`config.mk`:
```
export PLATFORM = sky130hd
export DESIGN_NAME = x_top_uart_rx_cfg
export DESIGN_NICKNAME = d
export VERILOG_FILES = /design/src/rtl/x_uart_pkg.sv /design/src/rtl/x_uart_rx_filter.sv /design/src/rtl/x_top_uart_rx_cfg.sv
export SDC_FILE = /design/constraint.sdc
export NUM_CORES = 1
export LEC_CHECK = 0
export CORE_MARGIN = 2
export CORE_UTILIZATION = 42
export DETAILED_ROUTE_END_ITERATION = 7
export SYNTH_ARGS = -nofsm -noshare
export SYNTH_HDL_FRONTEND = slang
export SYNTH_SLANG_ARGS = --single-unit
```
`constraint.sdc`:
```
create_clock -name i_clk -period 3.4 [get_ports i_clk]
set_input_delay 0.68 -clock i_clk [delete_from_list [all_inputs] [get_ports i_clk]]
set_output_delay 0.68 -clock i_clk [all_outputs]
set_load 0.005 [all_outputs]
```
`src/rtl/x_uart_pkg.sv`:
```
// Shared UART receive definitions: parity-mode codes, receiver states, majority vote.
// Pure declarations; no timing, no flow control.
package x_uart_pkg;

    localparam int PAR_NONE = 0;
    localparam int PAR_EVEN = 1;
    localparam int PAR_ODD  = 2;

    typedef enum logic [2:0] {
        ST_IDLE,
        ST_START,
        ST_DATA,
        ST_PARITY,
        ST_STOP
    } rx_state_e;

    function automatic logic maj3(input logic [2:0] h);
        return (h[0] & h[1]) | (h[0] & h[2]) | (h[1] & h[2]);
    endfunction

endpackage

```
`src/rtl/x_uart_rx_filter.sv`:
```
// Two-flop line synchroniser with a 3-sample history; emits majority bit and falling-edge strobe.
// Latency: 3 cycles from i_rx to history; no backpressure.
module x_uart_rx_filter
    import x_uart_pkg::*;
(
    input  logic i_clk,
    input  logic i_nrst,
    input  logic i_rx,
    output logic o_bit,
    output logic o_fall
);

    logic [1:0] sync_q;
    logic [2:0] hist_q;

    always_ff @(posedge i_clk or negedge i_nrst) begin
        if (!i_nrst) begin
            sync_q <= 2'b11;
            hist_q <= 3'b111;
        end else begin
            sync_q <= {sync_q[0], i_rx};
            hist_q <= {hist_q[1:0], sync_q[1]};
        end
    end

    // hist_q[0] is the newest synchronised sample
    assign o_bit  = maj3(hist_q);
    assign o_fall = hist_q[1] & ~hist_q[0];

endmodule

```
`src/rtl/x_top_uart_rx_cfg.sv`:
```
// Configurable UART receiver (5..9 data bits, none/even/odd parity, 1..2 stop bits).
// Result registered one cycle after the last stop sample; no backpressure, o_valid is a single pulse.
module x_top_uart_rx_cfg
    import x_uart_pkg::*;
#(
    parameter int P_CLK_HZ    = 1000000,
    parameter int P_BAUD      = 9600,
    parameter int P_DATA_BITS = 8,
    parameter int P_PARITY    = 0,
    parameter int P_STOP_BITS = 1
) (
    input  logic                   i_clk,
    input  logic                   i_nrst,
    input  logic                   i_rx,
    output logic                   o_valid,
    output logic [P_DATA_BITS-1:0] o_data,
    output logic                   o_parity_err,
    output logic                   o_frame_err,
    output logic                   o_busy
);

    localparam int P  = P_CLK_HZ / P_BAUD;
    localparam int H  = P / 2;
    localparam int TW = $clog2(P);

    localparam logic [TW-1:0] T_HALF    = TW'(H - 1);
    localparam logic [TW-1:0] T_FULL    = TW'(P - 1);
    localparam logic [3:0]    LAST_DATA = 4'(P_DATA_BITS - 1);
    localparam logic [3:0]    LAST_STOP = 4'(P_STOP_BITS - 1);

    logic rx_bit;
    logic rx_fall;

    x_uart_rx_filter u_filter (
        .i_clk  (i_clk),
        .i_nrst (i_nrst),
        .i_rx   (i_rx),
        .o_bit  (rx_bit),
        .o_fall (rx_fall)
    );

    rx_state_e              state_q, state_d;
    logic [TW-1:0]          timer_q, timer_d;
    logic [3:0]             cnt_q, cnt_d;
    logic [P_DATA_BITS-1:0] shift_q, shift_d;
    logic                   perr_q, perr_d;
    logic                   ferr_q, ferr_d;
    logic                   valid_q, valid_d;
    logic [P_DATA_BITS-1:0] data_q, data_d;
    logic                   operr_q, operr_d;
    logic                   oferr_q, oferr_d;

    always_ff @(posedge i_clk or negedge i_nrst) begin
        if (!i_nrst) begin
            state_q <= ST_IDLE;
            timer_q <= '0;
            cnt_q   <= '0;
            shift_q <= '0;
            perr_q  <= 1'b0;
            ferr_q  <= 1'b0;
            valid_q <= 1'b0;
            data_q  <= '0;
            operr_q <= 1'b0;
            oferr_q <= 1'b0;
        end else begin
            state_q <= state_d;
            timer_q <= timer_d;
            cnt_q   <= cnt_d;
            shift_q <= shift_d;
            perr_q  <= perr_d;
            ferr_q  <= ferr_d;
            valid_q <= valid_d;
            data_q  <= data_d;
            operr_q <= operr_d;
            oferr_q <= oferr_d;
        end
    end

    always_comb begin
        state_d = state_q;
        timer_d = timer_q + 1'b1;
        cnt_d   = cnt_q;
        shift_d = shift_q;
        perr_d  = perr_q;
        ferr_d  = ferr_q;
        valid_d = 1'b0;
        data_d  = data_q;
        operr_d = operr_q;
        oferr_d = oferr_q;

        case (state_q)
            ST_IDLE: begin
                timer_d = '0;
                if (rx_fall) state_d = ST_START;
            end
            ST_START: begin
                // mid-start check rejects glitches shorter than half a bit
                if (timer_q == T_HALF) begin
                    timer_d = '0;
                    if (!rx_bit) begin
                        state_d = ST_DATA;
                        cnt_d   = '0;
                        perr_d  = 1'b0;
                        ferr_d  = 1'b0;
                    end else begin
                        state_d = ST_IDLE;
                    end
                end
            end
            ST_DATA: begin
                if (timer_q == T_FULL) begin
                    timer_d = '0;
                    shift_d = {rx_bit, shift_q[P_DATA_BITS-1:1]};
                    if (cnt_q == LAST_DATA) begin
                        cnt_d   = '0;
                        state_d = (P_PARITY != PAR_NONE) ? ST_PARITY : ST_STOP;
                    end else begin
                        cnt_d = cnt_q + 1'b1;
                    end
                end
            end
            ST_PARITY: begin
                if (timer_q == T_FULL) begin
                    timer_d = '0;
                    perr_d  = (P_PARITY == PAR_EVEN) ? (^shift_q ^ rx_bit) : ~(^shift_q ^ rx_bit);
                    state_d = ST_STOP;
                end
            end
            ST_STOP: begin
                if (timer_q == T_FULL) begin
                    timer_d = '0;
                    ferr_d  = ferr_q | ~rx_bit;
                    if (cnt_q == LAST_STOP) begin
                        state_d = ST_IDLE;
                        cnt_d   = '0;
                        valid_d = 1'b1;
                        data_d  = shift_q;
                        operr_d = perr_q;
                        oferr_d = ferr_q | ~rx_bit;
                    end else begin
                        cnt_d = cnt_q + 1'b1;
                    end
                end
            end
            default: begin
                state_d = ST_IDLE;
                timer_d = '0;
            end
        endcase
    end

    assign o_valid      = valid_q;
    assign o_data       = data_q;
    assign o_parity_err = operr_q;
    assign o_frame_err  = oferr_q;
    assign o_busy       = (state_q != ST_IDLE);

endmodule

```
==> qor.yml <==
clock_network:
  cts_buffer_depth: 2
  ctsHoldBuffers: 0
  cts_inserted_buffers: 5
  path_clk_slew_ns: 0.07
  cts_max_level: 2
  clk_root_buffer_cell: "clkbuf_8"
  clk_latency_ns: 0.29
  cts_setup_buffers: 0
  cts_tree: "yes"
  cts-resized-gates: 0
  cts_sinks: 40
pwr:
  sequentialPowerShare_pct: 51.8
  powerDensity_mw_per_mm2: 518
  p_leak_nw: 0.988
  power_w: 0.00118
  p_int_w: 0.000809
  switching_share_pct: 31.2
  combinationalPowerShare_pct: 20.1
  ir_drop_mv: 0.216
  switchingPower_w: 0.000366
  clockPowerShare_pct: 28.0
sta:
  skew_ns: 0.0114
  rsz0062_at_grt: "false"
  hold_violations: 0
  period_needed_ns: 2.47
  finalCritPeriodShare_pct: 72.6
  tns_ns: 0
  relSlewSlack_pct: 43.0
  tightest_slew_ns: 0.855
  fmax_mhz: 405
  setup_violations: 0
  final_max_slew_viol_count: 0
grt:
  grt_max_degree: 41
  grt_pass1_vias: 1308
  grt_overflow: 0
  antenna_found_initial: 0
  grt_pass1_wl_um: 6220
  grt.total_usage_pct: 15.5
synth:
  synth_top_area_share_pct: 44.1
  synth_area_leader_cell: "dfrtp_1"
  synthFlopType: "dfrtp_1"
  synth-seq-area-share_pct: 50.7
  async_flop_share_pct: 100
  syn_avg_cell_area_um2: 11.9
  synth-warning-count: 0
  netlist-cell-type-count: 51
  synth_edf_count: 0
  syn_nets: 174
  synthCells: 167
  netlist_area_mm2: 0.00199
  synth_common_cells: "dfrtp_1 (35), mux2_2 (17), nand3_1 (12)"
  synth-seq-cells: 40
  synth_most_common_cell: "dfrtp_1"
  synthTopCellsByArea: "dfrtp_1 (44%), mux2_2 (9.6%), dfstp_2 (6.6%), nand3_1 (3.0%), xnor2_1 (2.6%)"
place:
  dp_hpwl_um: 2580
  placed_cell_area_mm2: 0.00217
  gp_congestion: 0.892
  port-buffer-count: 14
run_status:
  status: "finished clean"
final_layout:
  layout-drive-gt1-share_pct: 23.8
  antenna_cells: 0
  area_growth_pct: 14.1
  seq_area_mm2: 0.00101
  stdcell_area_mm2: 0.00227
  nets: 191
  fillers: 420
  multiInputGateArea_um2: 930
setup_path:
  crit_path_end_kind: "output port"
  crit_path_start_kind: "flip-flop"
  critPathRequiredTime_ns: 2.72
  cp_data_arrival_time_ns: 1.79
  crit_type: "reg2out"
  cp_max_fo: 13
floorplanning:
  die_y_um: 72.8
  ioPinCount: 15
  die_x_um: 72.8
  fp.dieArea_mm2: 0.00530
  core-area_mm2: 0.00463
  start_util_pct: 42.9
  rows: 25
min_path:
  min_path_type: "reg2reg"
drt:
  viasPerCell: 5.55
  final_antenna_net_count: 0
  first_iter_violations: 90
  route.vias.total: 1327
  wl_per_cell_um: 15.3
  drc_errors: 0
  dr.pass1.iters: 4
  drt_wl_total_um: 3660
run:
  drv_cap: 0
## layout by cell type, fill, tap and decap left out, types with 2 or more instances in the layout
cell type	n
nor2b_1	2
nor2_1	7
or3b_2	2
nor3b_1	2
xor2_1	6
nand2b_1	3
nand3b_1	2
xnor2_1	6
o21ai_0	5
dfstp_2	5
clkdlybuf4s50_1	13
nand2_1	4
nor3_1	6
and3b_1	2
inv_1	7
ha_1	4
dfrtp_1	35
mux2_2	17
o211ai_1	2
o22ai_1	2
nand3_1	12
nand4_1	4
clkbuf_8	6
## state kept, by name, summed over array words and instances (netlist names)
name             count
ferr_q               1
u_filter.hist_q      3
o_data               8
perr_q               1
o_valid              1
o_frame_err          1
state_q              3
cnt_q                4
o_parity_err         1
shift_q              8
timer_q              7
u_filter.sync_q      2
## path summary, 6_finish.rpt
| kind | from | to | slack, ns | depth (start not counted) |
|---|---|---|---|---|
| min | u_filter.sync_q[0] | u_filter.sync_q[1] | 0.36 | 0 |
| max reg2reg | cnt_q[0] | o_data[0] | 1.39 | 6 |
| max | state_q[0] | o_busy | 0.93 | 3 |
| max in group asynchronous | i_nrst | o_data[0] | 2.37 | 1 |
| min in group asynchronous | i_nrst | timer_q[4] | 0.50 | 1 |
| min reg2reg | u_filter.sync_q[0] | u_filter.sync_q[1] | 0.36 | 0 |
## power by group through the flow
stage | clock [W] | combinational, W | sequential, W
floorplan | 0 | 0.000209 | 0.000580
global placement | 0 | 0.000231 | 0.000610
detailed placement | 0 | 0.000239 | 0.000617
CTS | 0.000339 | 0.000240 | 0.000608
global route | 0.000356 | 0.000270 | 0.000622
finish | 0.000330 | 0.000237 | 0.000609
## routing by layer
layer | vias to the layer above | wire (µm) | part of all wire (%) | GRT usage, %
met4 | 0 | 75 | 2.1 | 8.02
met2 | 25 | 1780 | 49 | 23.5
met3 | 10 | 121 | 3.3 | 3.73
li1 | 651 | - | - | -
met5 | - | 0 | 0 | 0
met1 | 641 | 1680 | 46 | 20.5
## area by class of cell
type                    instances  area share [%]
flip-flops and latches         40            44.4
inverters                       7            1.16
well taps                      54            2.98
repair buffers                 15            6.29
clock buffers                   7            3.81
multi-input cells             115            41.0
clock inverters                 1           0.331
## through the flow
stage / worst slack (ns) / hold slack, ns / std cells / utilization [%]
floorplan: 1.51 / 0.345 / 167 / -
global placement: 1.33 / 0.346 / 231 / 46.9
detailed placement: 1.26 / 0.347 / 231 / 46.9
CTS: 0.927 / 0.358 / 239 / 49.0
global route: 0.827 / 0.367 / 239 / 49.0
finish: 0.931 / 0.356 / 239 / 49.0
## worst max-delay path, stage by stage, from the launching register on
cell and delay (ns):
dfrtp_1 0.62, inv_1 0.27, nand2_1 0.11, clkdlybuf4s50_1 0.50
## kinds of logic after synthesis
| logic type | after synthesis | share of synthesized area, % |
|---|---|---|
| and+or+nand+nor | 58 | 18.5 |
| muxes | 17 | 9.63 |
| DFF | 40 | 50.7 |
| xor gates and xnor gates | 13 | 6.42 |
| adders and majority gates | 5 | 3.02 |
| AOI/OAI and AO/OA | 22 | 9.19 |
| buffers and inverters | 12 | 2.52 |
Power figures use the tool's default switching activity.
